===== src/rtl/decode_imm_controller.sv =====
`default_nettype none
// +------------------------------------------------------------------------+
// | decode_imm_controller: decode-stage intake buffer owning the shared     |
// | immediate extender. Revision: 1.0                                       |
// +------------------------------------------------------------------------+

package HighLevelControl;
  typedef enum logic [1:0] {
    Imm11t0 = 2'd0,
    Imm4t0  = 2'd1,
    SType   = 2'd2,
    UType   = 2'd3
  } immSrc;
endpackage

module imm_extender
  import HighLevelControl::*;
#(
  parameter int BIT_COUNT = 32
) (
  input  logic [31:7]          Instr,
  input  immSrc                ImmSrc,
  output logic [BIT_COUNT-1:0] ImmExt
);

  // Sign fill first, then overlay the encoded field, so any BIT_COUNT >= 32 works.
  always_comb begin
    ImmExt = {BIT_COUNT{Instr[31]}};
    case (ImmSrc)
      Imm11t0: ImmExt[11:0] = Instr[31:20];
      Imm4t0: begin
        ImmExt      = '0;
        ImmExt[4:0] = Instr[24:20];
      end
      SType:   ImmExt[11:0] = {Instr[31:25], Instr[11:7]};
      UType:   ImmExt[31:0] = {Instr[31:12], 12'h000};
      default: ImmExt = '0;
    endcase
  end

endmodule

module decode_imm_controller
  import HighLevelControl::*;
#(
  parameter int BIT_COUNT = 32,
  parameter int WORD_SIZE = 32
) (
  input  logic                 clk,
  input  logic                 reset_n,
  input  logic                 InstrValidF,
  input  logic [WORD_SIZE-1:0] InstrF,
  output logic                 InstrReadyF,
  input  logic                 FlushD,
  input  logic                 ReadyE,
  output logic                 ValidE,
  output logic [WORD_SIZE-1:0] InstrE,
  output immSrc                ImmSrcE,
  output logic [BIT_COUNT-1:0] ImmE,
  output logic                 UsesImmE,
  output logic                 IllegalE
);

  localparam logic [1:0] ST_EMPTY = 2'd0;
  localparam logic [1:0] ST_ONE   = 2'd1;
  localparam logic [1:0] ST_TWO   = 2'd2;

  logic [1:0]           state_q, state_d;
  logic [WORD_SIZE-1:0] skid_q, skid_d;
  logic [WORD_SIZE-1:0] instr_q, instr_d;
  logic [BIT_COUNT-1:0] imm_q, imm_d;
  immSrc                imm_src_q, imm_src_d;
  logic                 uses_imm_q, uses_imm_d;
  logic                 illegal_q, illegal_d;
  logic                 halt_q, halt_d;

  logic [WORD_SIZE-1:0] sel_instr;
  immSrc                sel_src;
  logic                 sel_uses;
  logic                 sel_illegal;
  logic [BIT_COUNT-1:0] ext_imm;
  logic                 valid;
  logic                 skid_full;
  logic                 accept;
  logic                 out_load;

  assign valid       = (state_q != ST_EMPTY);
  assign skid_full   = (state_q == ST_TWO);
  assign InstrReadyF = !skid_full && !halt_q && !FlushD;
  assign accept      = InstrValidF && InstrReadyF;
  assign out_load    = (!valid || ReadyE) && (skid_full || accept);

  // The skid entry is always older than InstrF, so it owns the extender when present.
  assign sel_instr = skid_full ? skid_q : InstrF;

  always_comb begin
    sel_src     = Imm11t0;
    sel_uses    = 1'b0;
    sel_illegal = 1'b0;
    case (sel_instr[6:0])
      7'b0010011: begin
        sel_uses = 1'b1;
        if (sel_instr[13:12] == 2'b01) sel_src = Imm4t0;
      end
      7'b0000011, 7'b1100111: sel_uses = 1'b1;
      7'b0100011: begin
        sel_uses = 1'b1;
        sel_src  = SType;
      end
      7'b0110111, 7'b0010111: begin
        sel_uses = 1'b1;
        sel_src  = UType;
      end
      7'b0110011, 7'b1100011, 7'b1101111, 7'b1110011, 7'b0001111: sel_uses = 1'b0;
      default: sel_illegal = 1'b1;
    endcase
  end

  imm_extender #(
    .BIT_COUNT(BIT_COUNT)
  ) u_imm_ext (
    .Instr (sel_instr[31:7]),
    .ImmSrc(sel_src),
    .ImmExt(ext_imm)
  );

  always_comb begin
    state_d    = state_q;
    skid_d     = skid_q;
    instr_d    = instr_q;
    imm_d      = imm_q;
    imm_src_d  = imm_src_q;
    uses_imm_d = uses_imm_q;
    illegal_d  = illegal_q;
    halt_d     = halt_q;

    if (out_load) begin
      instr_d    = sel_instr;
      imm_d      = sel_uses ? ext_imm : '0;
      imm_src_d  = sel_src;
      uses_imm_d = sel_uses;
      illegal_d  = sel_illegal;
      halt_d     = halt_q || sel_illegal;
    end

    if (accept && valid && !ReadyE) skid_d = InstrF;

    case (state_q)
      ST_EMPTY: if (accept) state_d = ST_ONE;
      ST_ONE: begin
        if (accept && !ReadyE)      state_d = ST_TWO;
        else if (ReadyE && !accept) state_d = ST_EMPTY;
      end
      ST_TWO:  if (ReadyE) state_d = ST_ONE;
      default: state_d = ST_EMPTY;
    endcase

    // Flush wins over everything; an execute handshake this cycle has already completed.
    if (FlushD) begin
      state_d    = ST_EMPTY;
      halt_d     = 1'b0;
      uses_imm_d = 1'b0;
      illegal_d  = 1'b0;
    end
  end

  always_ff @(posedge clk) begin
    if (!reset_n) begin
      state_q    <= ST_EMPTY;
      skid_q     <= '0;
      instr_q    <= '0;
      imm_q      <= '0;
      imm_src_q  <= Imm11t0;
      uses_imm_q <= 1'b0;
      illegal_q  <= 1'b0;
      halt_q     <= 1'b0;
    end else begin
      state_q    <= state_d;
      skid_q     <= skid_d;
      instr_q    <= instr_d;
      imm_q      <= imm_d;
      imm_src_q  <= imm_src_d;
      uses_imm_q <= uses_imm_d;
      illegal_q  <= illegal_d;
      halt_q     <= halt_d;
    end
  end

  assign ValidE   = valid;
  assign InstrE   = instr_q;
  assign ImmSrcE  = imm_src_q;
  assign ImmE     = imm_q;
  assign UsesImmE = uses_imm_q;
  assign IllegalE = illegal_q;

endmodule
`default_nettype wire

===== config.mk =====
export PLATFORM = sky130hd
export DESIGN_NAME = decode_imm_controller
export DESIGN_NICKNAME = d
export VERILOG_FILES = /design/src/rtl/decode_imm_controller.sv
export SDC_FILE = /design/constraint.sdc
export NUM_CORES = 1
export LEC_CHECK = 0
export BUFFER_PORTS_ARGS = -buffer_cell sky130_fd_sc_hd__buf_2
export CAP_MARGIN = 20
export CORE_UTILIZATION = 51
export DETAILED_ROUTE_END_ITERATION = 7
export GPL_ROUTABILITY_DRIVEN = 0
export GPL_TIMING_DRIVEN = 0
export HOLD_SLACK_MARGIN = 0.05
export PLACE_DENSITY = 0.82
export SLEW_MARGIN = 20
export SYNTH_ARGS = -nofsm -noshare
export SYNTH_HDL_FRONTEND = slang
export SYNTH_HIERARCHICAL = 1
export SYNTH_SLANG_ARGS = --single-unit

===== constraint.sdc =====
create_clock -name clk -period 5.15 [get_ports clk]
set_clock_uncertainty 0.2 [all_clocks]
set_input_delay 1.03 -clock clk [delete_from_list [all_inputs] [get_ports clk]]
set_output_delay 1.03 -clock clk [all_outputs]
set_load 0.01 [all_outputs]

After elaboration in Yosys (flattened, before gate mapping)
Cells that the tools add are included.
{ "classes": {"n_reduce_logical": 25, "n_mux": 13, "bitwise_logic": 1, "eq_ne": 20} }
{ "op_table": {"columns": ["op", "count"], "rows": [
  ["$mux 32", 2],
  ["$pmux 12 s4", 1],
  ["$pmux 20 s2", 1],
  ["$eq 7x7->1 const B", 4],
  ["$eq 7x6->1 const B", 3],
  ["$eq 7x5->1 const B", 2],
  ["$pmux 2 s3", 2],
  ["$reduce_or 11->1", 1],
  ["$logic_and 1x1->1", 8],
  ["$mux 2", 4],
  ["$eq 7x2->1 const B", 1],
  ["$eq 7x4->1 const B", 1],
  ["$eq 2x1->1 const B", 3],
  ["$eq 2x2->1 const B", 3],
  ["$logic_not 1->1", 6],
  ["$reduce_or 6->1", 1],
  ["$logic_not 2->1", 2],
  ["$ne 2x2->1 const B", 2],
  ["$reduce_or 2->1", 2],
  ["$logic_or 1x1->1", 3],
  ["$mux 1", 3],
  ["$ne 3x3->1 const B", 1],
  ["$reduce_and 3->1", 1],
  ["$reduce_bool 2->1", 1],
  ["$not 1->1", 1]
]} }
{ "totals": {"output_inout_bits": 70, "inputBits": 37, "reg_bits": 103, "word_cells": 67} }

Longest topological paths before layout
Gate-level depths: netlist of run 1.
{ "depth": {"ltp_word": 10, "ltp_mapped": 12, "depth_no_buf": 8} }

By module
Netlist of run 1, hierarchy kept.
{ "modules_own_cells": {"columns": ["mod", "cells_per_inst", "n_inst", "area_per_inst_um2", "seq_area_each_um2"], "rows": [
  ["decode_imm_controller", 588, 1, 4672.0, 2062.0],
  ["imm_extender", 39, 1, 294.0, 0.0]
]} }

Least setup slack after synthesis of run 1
OpenSTA, ideal clock, no wires.
{ "synth_path": {"kind": "in2reg", "start": "in InstrF[5]", "end": "reg imm_q[21] (netlist: ImmE[21])", "t_required_ns": 4.883, "path_slack_ns": 2.255, "arrival_ns": 2.628, "cell_stages": 9, "setup_time_ns": 0.067, "path_buffers": 2, "cell_sequence": "o31ai_2 -> o211ai_1 -> a211oi_2 -> and2_1 -> buf_6 -> buf_6 -> a21o_1 -> nand3_1 -> o21ai_2"} }
{ "synth_via": {"elab_chain_cells": 7, "word_cells_on_any_way": 15, "cone_classes": "eq/ne (8); mux (5); reduce/logical (2)"} }
{ "synth_rtl": {"columns": ["item", "line_no", "rtl"], "rows": [
  ["start, declared", "52", "input logic [WORD_SIZE-1:0] InstrF,"],
  ["$mux 32 (*)", "94", "assign sel_instr = skid_full ? skid_q : InstrF;"],
  ["$eq 7x6->1 or $eq 7x5->1 (tied branches)", "100", "case (sel_instr[6:0])"],
  ["$reduce_or 2->1", null, null],
  ["$pmux 2 s3 (*)", "100", null],
  ["via sel_src[0]", "78", "immSrc sel_src;"],
  ["$eq 2x2->1 or $eq 2x1->1 (tied branches)", "29", "case (ImmSrc)"],
  ["$pmux 20 s2 (*)", "29", null],
  ["via ext_imm[21]", "81", "logic [BIT_COUNT-1:0] ext_imm;"],
  ["$mux 32 (*)", "139", "imm_d = sel_uses ? ext_imm : '0;"],
  ["end signal, assigned", "181", "imm_q <= imm_d;"],
  ["end, declared", "71", "logic [BIT_COUNT-1:0] imm_q, imm_d;"]
]} }
Mark *: on every way through the listed nets, which the timed path passes. The rest lies on a longest branch.
A chain may end at the register's enable or synchronous reset.

Worst setup path after layout of run 1
{ "layout_path": {"start": "reg state_q[0]", "end": "reg imm_q[29] (netlist: ImmE[29])"} }
{ "layout_via": {"elab_chain_cells": 8, "word_cells_on_any_way": 27, "cone_classes": "eq/ne (10); mux (6); reduce/logical (11)"} }
{ "layout_rtl": {"columns": ["item", "line_no", "rtl"], "rows": [
  ["start, declared", "68", "logic [1:0] state_q, state_d;"],
  ["start signal, assigned", "178", "state_q <= state_d;"],
  ["$eq 2x2->1 (*)", "88", "assign skid_full = (state_q == ST_TWO);"],
  ["$mux 32 (*)", "94", null],
  ["$eq 7x6->1 (tied with other cells)", "100", null],
  ["$reduce_or 2->1 or $mux 1 (tied branches)", null, null],
  ["$pmux 2 s3 (*)", "100", null],
  ["via sel_src[0]", "78", null],
  ["$eq 2x2->1 or $eq 2x1->1 (tied branches)", "29", null],
  ["$pmux 20 s2 (*)", "29", null],
  ["via ext_imm[29]", "81", null],
  ["$mux 32 (*)", "139", null]
]} }
Marked as above.

==> results.toml, run 1 <==
[finish]
drive_gt1_frac = 0.246
nNetsFinal = 781
multi_input_area_mm2 = 0.00263
nFillCells = 823
final_core_util = 0.628
n_antenna_cell = 0
area_growth_pct = 18.0
register_area_mm2 = 0.00206

[yosys]
synth-seq-cells = 103
synthesis.nets = 665
ys_warn_count = 6
ys_types = 45
synth-async-reset-ratio = 0
synth_edf_count = 0
ys_seq_area_frac = 0.415
syn_area_mm2 = 0.00497
synth_top_flop_cell = "dfxtp_1"
syn_inst = 627
syn_avg_cell_area_um2 = 7.92

[die]
ios = 107
start_util = 0.532
core_mm2 = 0.00933
placementRows = 35
die_area_mm2 = 0.0101
dieWidth_um = 101
die_h_um = 101

[power_and_ir_drop]
ir_drop_mv = 0.133
p_per_area_mw_per_mm2 = 263
leakagePower_nw = 2.62
power_w = 0.00154

[timing]
hold_viol_final = 0
drv_slew = 0
hold_ws_ns = 0.263
slew_headroom = 0.523
min_period_ns = 3.30
finalWorstSetupSlack_ns = 1.85
setup_violations = 0
rsz0062_at_grt = "no"
fin_setup_tns_ns = 0
fmax_mhz = 303
period_share = 0.640
worstMarginPinSlew_ns = 0.715

[global_route]
grt_overflow = 0
grt_pass1_vias = 4423
grt_use_total = 0.278
grt_max_degree = 18
grt_pass1_wl_um = 21700
antenna_found_initial = 0

[clocking]
ctsResizeCount = 0
cts_hold_buf = 0
clkLatencyLatePin_ns = 0.38
path_clk_slew_ns = 0.10
htreeDepth = 3
cts.sinks = 103
tritoncts = "yes"
cts_buffers = 9
post_cts_buffers = 0
clockBufferDepth = 2
cts_root_buf = "clkbuf_8"

[route]
drt-initial-drc-count = 306
vias = 4853
via_per_inst = 5.53
wirelength_um = 13600
dr.pass1.iters = 6
drcViolationCount = 0
ant_nets = 0
wl_per_cell_um = 15.6

[placement]
place_ws_ns = 1.62
dp_hpwl_um = 10500
io_buffers = 105

[min_path]
min_path_type = "flip-flop to flip-flop"

[worst_setup_path]
cp_max_fo = 11
crit_path_end_kind = "flip-flop"
cp.required_ns = 5.26
worstSetupPathType = "flip-flop to flip-flop"
start_kind = "flip-flop"
crit_arrival_ns = 3.41

[status]
status = "complete, no violations"

[run]
cap_violations = 0
[sequential cells by signal (all words and copies together), names as in the netlist]
| register | cells |
|---|---|
| halt_q | 1 |
| ImmSrcE | 2 |
| ImmE | 32 |
| IllegalE | 1 |
| state_q | 2 |
| skid_q | 32 |
| UsesImmE | 1 |
| InstrE | 32 |
[synth_stat cells (7+ instances only)]
library cell / number / share of area
nand2_1: 206 / 0.16
dfxtp_1: 103 / 0.42
nand3_1: 69 / 0.070
a21boi_0: 58 / 0.088
o21ai_2: 29 / 0.051
clkbuf_1: 26 / 0.020
a21o_1: 19 / 0.029
buf_2: 16 / 0.016
and3_1: 7 / 0.0088
o211a_1: 7 / 0.014
[critical path, stage by stage, from the launching register on]
cell and delay (ns):
dfxtp_1 0.32, buf_2 0.21, nand2b_4 0.20, buf_6 0.16, mux2i_1 0.41, o211ai_1 0.20, a211oi_2 0.64, and2_1 0.24
buf_6 0.14, buf_6 0.14, a21o_1 0.13, nand3_1 0.11, o21ai_2 0.13
[layout by cell type (no fill, tap or decap), types with 4 or more instances in the layout]
master,n
o21ai_2,29
a22o_1,5
buf_2,121
buf_1,5
o211a_1,7
buf_6,6
dfxtp_1,103
clkbuf_8,10
nand2_1,206
mux2i_1,4
inv_1,4
nor2_1,5
a21boi_0,58
and2b_1,6
nand3_1,69
clkbuf_1,27
a21o_1,19
o21ai_0,6
and3_1,7
nor2b_1,4
[metal layers]
layer	GRT usage	wire, um	up-vias
met1	0.363	5870	2231
met3	0.0402	1020	41
met2	0.451	6280	229
met5	0	0	-
li1	-	-	2352
met4	0.136	465	0
[where the power goes]
part	internal [W]	switching, W	leakage (nW)	total (W)
registers	0.000813	0.00000944	0.834	0.000822
clock network	0.000243	0.000292	0.101	0.000535
logic	0.0000681	0.000114	1.68	0.000182
[final timing paths]
kind	startpoint	to	slack (ns)	cells past startpoint
min reg2reg	InstrE[26]	InstrE[26]	0.26	2
max	state_q[0]	ImmE[29]	1.85	12
max reg2reg	state_q[0]	ImmE[29]	1.85	12
min	InstrE[26]	InstrE[26]	0.26	2
[through the flow]
stage	std cells	area (um2)
floorplan	627	4970
detailed placement	861	5650
finish	877	5860
CTS	877	5860
global placement	861	5650
global route	877	5860
[cell families after synthesis]
kind of cell               after synthesis  synth area share
AOI/OAI and AO/OA                      143             0.230
xor gates and xnor gates                 1           0.00176
adders and majority gates                1           0.00252
buffers and inverters                   57            0.0562
DFF                                    103             0.415
muxes                                    7            0.0154
and+or+nand+nor                        315             0.279
[cell type report]
cell class,instances,share of cell area
clock buffers,11,0.0241
flip-flops and latches,103,0.352
well taps,129,0.0276
clock inverters,5,0.0109
inverters,4,0.00256
multi-input cells,467,0.448
repair buffers,105,0.0897
plain buffers,53,0.0451
No activity file was read; power rests on OpenSTA's default activity.
==> run 2, diff against run 1 <==
Settings changed: CORE_UTILIZATION 51 to 49, PLACE_DENSITY 0.82 to 0.83.
Clock period 5.15 ns to 2.8 ns, I/O delays scaled along.
==> run 2 against run 1 <==
  * Critical path depth stayed put
  * Die area grew 4.0%
  * Non-clock buffer count grew 4
  * Clock power is 58% higher
  * Highest routed layer unchanged
  * Sequential cell count stayed put
  * Largest cell class unchanged
  * Combinational power increased by 92%
  * Register-to-register slack got worse by 1.8 ns
  * Largest power group unchanged
==> results.toml, run 2 (synthesized netlist as in run 1, its figures left out) <==
[status]
status = "complete, no violations"

[worst_setup_path]
start_kind = "flip-flop"
crit_path_end_kind = "flip-flop"
crit_arrival_ns = 2.83
worstSetupPathType = "flip-flop to flip-flop"
cp.required_ns = 2.91
cp_max_fo = 10

[clocking]
path_clk_slew_ns = 0.10
cts_root_buf = "clkbuf_8"
htreeDepth = 3
cts.sinks = 103
cts_buffers = 9
clkLatencyLatePin_ns = 0.37
clockBufferDepth = 2
tritoncts = "yes"

[timing]
min_period_ns = 2.72
setup_violations = 0
hold_ws_ns = 0.245
slew_headroom = 0.625
hold_viol_final = 0
finalWorstSetupSlack_ns = 0.0780
worstMarginPinSlew_ns = 0.563
drv_slew = 0
fmax_mhz = 367
period_share = 0.972

[route]
wirelength_um = 14200
drcViolationCount = 0
vias = 4940
via_per_inst = 5.58
ant_nets = 0
wl_per_cell_um = 16.0
dr.pass1.iters = 5
drt-initial-drc-count = 278

[power_and_ir_drop]
p_seq_frac = 0.559
leakagePower_nw = 2.62
combinationalPowerShare = 0.129
ir_drop_mv = 0.226
power_w = 0.00270
pwr-share-clk = 0.312
internal_power_w = 0.00195
swShare = 0.279
p_per_area_mw_per_mm2 = 457
power.switching_w = 0.000754

[die]
start_util = 0.506
ios = 107
die_area_mm2 = 0.0105
placementRows = 36
die_h_um = 103
dieWidth_um = 103
core_mm2 = 0.00982

[min_path]
min_path_type = "input pin to flip-flop"

[run]
cap_violations = 0

[global_route]
grt_max_degree = 17
grt_pass1_wl_um = 22300
antenna_found_initial = 0
grt_pass1_vias = 4674
grt_overflow = 0
grt_use_total = 0.278

[finish]
layout_commonest_cell = "nand2_1"
area_growth_pct = 19.2
final_cell_mix = "nand2_1, buf_2, dfxtp_1"
n_antenna_cell = 0
drive_gt1_frac = 0.257
nNetsFinal = 785
final_cells = 885
nFillCells = 904

[placement]
dp.cells = 865
dp_hpwl_um = 10800
io_buffers = 105
place_ws_ns = -0.382
## run 2: final cells by class
cell class              count  area, um2  area share
plain buffers              53        268      0.0452
clock buffers              11        131      0.0222
clock inverters             5       33.8     0.00571
inverters                   4       15.0     0.00254
multi-input cells         467       2690       0.454
flip-flops and latches    103       2060       0.349
well taps                 133        166      0.0281
repair buffers            109        556      0.0938
## run 2: metrics by stage
step	TNS, ns	util	instance area [um2]
5_1_grt	-0.00653	0.603	5920
4_1_cts	0	0.596	5850
3_3_place_gp	-4.12	0.576	5660
3_5_place_dp	-6.15	0.576	5660
2_1_floorplan	0	-	4970
6_report	0	0.603	5920
## run 2: worst paths after layout
kind | startpoint | to | slack [ns] | cells past startpoint
worst min register to register | InstrE[15] | InstrE[15] | 0.26 | 2
worst min-delay path | InstrF[11] | skid_q[11] | 0.24 | 3
worst max-delay path | state_q[0] | ImmE[27] | 0.08 | 12
worst max register to register | state_q[0] | ImmE[27] | 0.08 | 12
## run 2: worst max-delay path, stage by stage (launching register included)
cell and delay, ns:
dfxtp_1 0.32, clkbuf_4 0.19, nand2b_4 0.18, buf_6 0.19, mux2i_4 0.29, o211ai_1 0.17
a211oi_4 0.29, and2_1 0.18, buf_6 0.14, buf_6 0.14, a21o_1 0.12, nand3_1 0.10
o21ai_2 0.14
## run 2: layer usage
metal / vias to the layer above / track usage / wire length, um
met1: 2283 / 0.332 / 5650
met5: - / 0 / 0
met4: 0 / 0.135 / 598
met2: 245 / 0.490 / 6870
met3: 56 / 0.0373 / 1070
li1: 2356 / - / -
## run 2: repair_timing
item,4_1_cts,5_1_grt
gates cloned,0,0
pin swaps,1,1
hold buffers,0,0
gates resized for setup,2,11
setup buffers,2,2
endpoints found under the setup margin,25,25
## run 2: power groups by stage
stage,registers (W),clock network [W],logic (W)
2_1_floorplan,0.00156,0,0.000190
3_3_place_gp,0.00154,0,0.000320
3_5_place_dp,0.00155,0,0.000331
4_1_cts,0.00151,0.000853,0.000336
5_1_grt,0.00152,0.000910,0.000380
6_report,0.00151,0.000843,0.000349
==> run 3, diff against run 2 <==
Settings changed: CORE_UTILIZATION 49 to 51, CTS_BUF_LIST set to sky130_fd_sc_hd__clkbuf_8, PLACE_DENSITY 0.83 to 0.85.
==> run 3 against run 2 <==
  * Final cell count shrank 0.56%
  * Fmax is essentially flat
  * Register-to-register slack is essentially flat
  * Worst setup slack lost 0.0022 ns
  * Clock power grew 16%
  * Combinational power is essentially flat
  * Critical path type unchanged
  * Sequential power is essentially flat
  * Worst hold slack is essentially flat
  * Die area shrank 3.8%
  * Final area grew 0.78%
  * Routed wire length shrank 1.0%
  * Highest routed layer unchanged
  * Sequential share of layout area shrank 0.27 points
  * Largest power group unchanged
==> results.toml, run 3 (synthesized netlist as in run 1, its figures left out) <==
[route]
drcViolationCount = 0
vias = 4944
via_per_inst = 5.62
ant_nets = 0
drt-initial-drc-count = 344
wirelength_um = 14000
dr.pass1.iters = 5
wl_per_cell_um = 16.0

[worst_setup_path]
crit_arrival_ns = 2.83
start_kind = "flip-flop"
reg2reg_from = "state_q[0]"
crit_top_cell = "buf_6"
cp_max_fo = 10
cp-startpoint = "state_q[0]"
critPathMaxStageDelay_ns = 0.50
crit_chain = "buf_4, or4b_4, o31ai_4, o211ai_1, a211oi_4, and2_4, buf_6, buf_6, a21o_1, nand3_1, o21ai_2"
crit_path_end_kind = "flip-flop"
worstSetupPathType = "flip-flop to flip-flop"
cp_slowest_cell = "or4b_4"
cp.required_ns = 2.91

[finish]
layout_commonest_cell = "nand2_1"
final_cell_mix = "nand2_1, buf_2, dfxtp_1"
n_antenna_cell = 0
area_growth_pct = 20.1
drive_gt1_frac = 0.260
final_cells = 880
nNetsFinal = 784

[die]
core_mm2 = 0.00933
die_area_mm2 = 0.0101
die_h_um = 101
start_util = 0.532
placementRows = 35
ios = 107
dieWidth_um = 101

[timing]
fmax_mhz = 367
worstMarginPinSlew_ns = 0.546
drv_slew = 0
min_period_ns = 2.72
setup_violations = 0
period_share = 0.973
slew_headroom = 0.636
hold_ws_ns = 0.244
hold_viol_final = 0

[power_and_ir_drop]
combinationalPowerShare = 0.123
ir_drop_mv = 0.258
p_seq_frac = 0.533
internal_power_w = 0.00209
pwr-share-clk = 0.344
leakagePower_nw = 2.65
power_w = 0.00284
power.switching_w = 0.000747
p_per_area_mw_per_mm2 = 475
swShare = 0.264

[min_path]
hp-start = "InstrF[8]"
min_path_type = "input pin to flip-flop"

[run]
cap_violations = 0

[clocking]
cts_hold_buf = 0
clockBufferDepth = 2
htreeDepth = 3
clkLatencyLatePin_ns = 0.37
cts_root_buf = "clkbuf_8"
path_clk_slew_ns = 0.10
cts_buffers = 9
tritoncts = "yes"
cts.sinks = 103

[global_route]
grt_pass1_wl_um = 21900
grt_pass1_vias = 4486
antenna_found_initial = 0
grt_use_total = 0.282
grt_max_degree = 17
grt_overflow = 0

[placement]
dp.cells = 861
dp_hpwl_um = 10400
io_buffers = 105

[status]
status = "complete, no violations"
-- run 3: timing repair --
action | 4_1_cts | 5_1_grt
resized for setup | 5 | 11
cloned | 0 | 0
endpoints found under the hold margin | 0 | 0
setup endpoints to repair | 25 | 25
setup buffers | 2 | 1
pin swaps | 1 | 3
-- run 3: through the flow --
stage / TNS (ns) / setup slack [ns] / area (um2) / util
floorplan: 0 / 0.207 / 4970 / -
global placement: -3.78 / -0.313 / 5650 / 0.606
detailed placement: -6.43 / -0.411 / 5650 / 0.606
CTS: 0 / 0.0242 / 5900 / 0.632
global route: -0.0735 / -0.0248 / 5970 / 0.640
finish: 0 / 0.0758 / 5970 / 0.640
-- run 3: final timing paths --
path	end	slack, ns	cells after the start
min reg2reg	InstrE[17]	0.27	2
max reg2reg	ImmE[25]	0.08	11
max	ImmE[25]	0.08	11
min	skid_q[8]	0.24	3
-- run 3: routing by layer --
metal | routed length (um) | track usage | up-vias
li1 | - | - | 2355
met1 | 5740 | 0.350 | 2293
met2 | 6660 | 0.474 | 254
met3 | 1130 | 0.0437 | 42
met4 | 505 | 0.143 | 0
met5 | 0 | 0 | -
-- run 3: final cells by class --
cell class / instances / area (um2)
buffer: 53 / 270
clock buffer: 11 / 151
clock inverter: 5 / 56.3
fill: 769 / 3360
inverter: 4 / 15.0
multi-input combinational: 467 / 2700
sequential: 103 / 2060
tap: 129 / 161
timing repair buffer: 108 / 548
-- run 3: critical path: cells and delay by family, from the launching register on --
| family | cells | cell delay [ns] |
|---|---|---|
| AO/OA/AOI/OAI | 5 | 0.91 |
| buffers and inverters | 3 | 0.44 |
| flip-flops | 1 | 0.31 |
| AND/OR/NAND/NOR | 3 | 0.78 |
-- run 3: power groups by stage --
stage	sequential, W	combinational [W]	clock, W
floorplan	0.00156	0.000190	0
global placement	0.00154	0.000320	0
detailed placement	0.00155	0.000329	0
CTS	0.00151	0.000334	0.000984
global route	0.00152	0.000376	0.00104
finish	0.00151	0.000348	0.000975
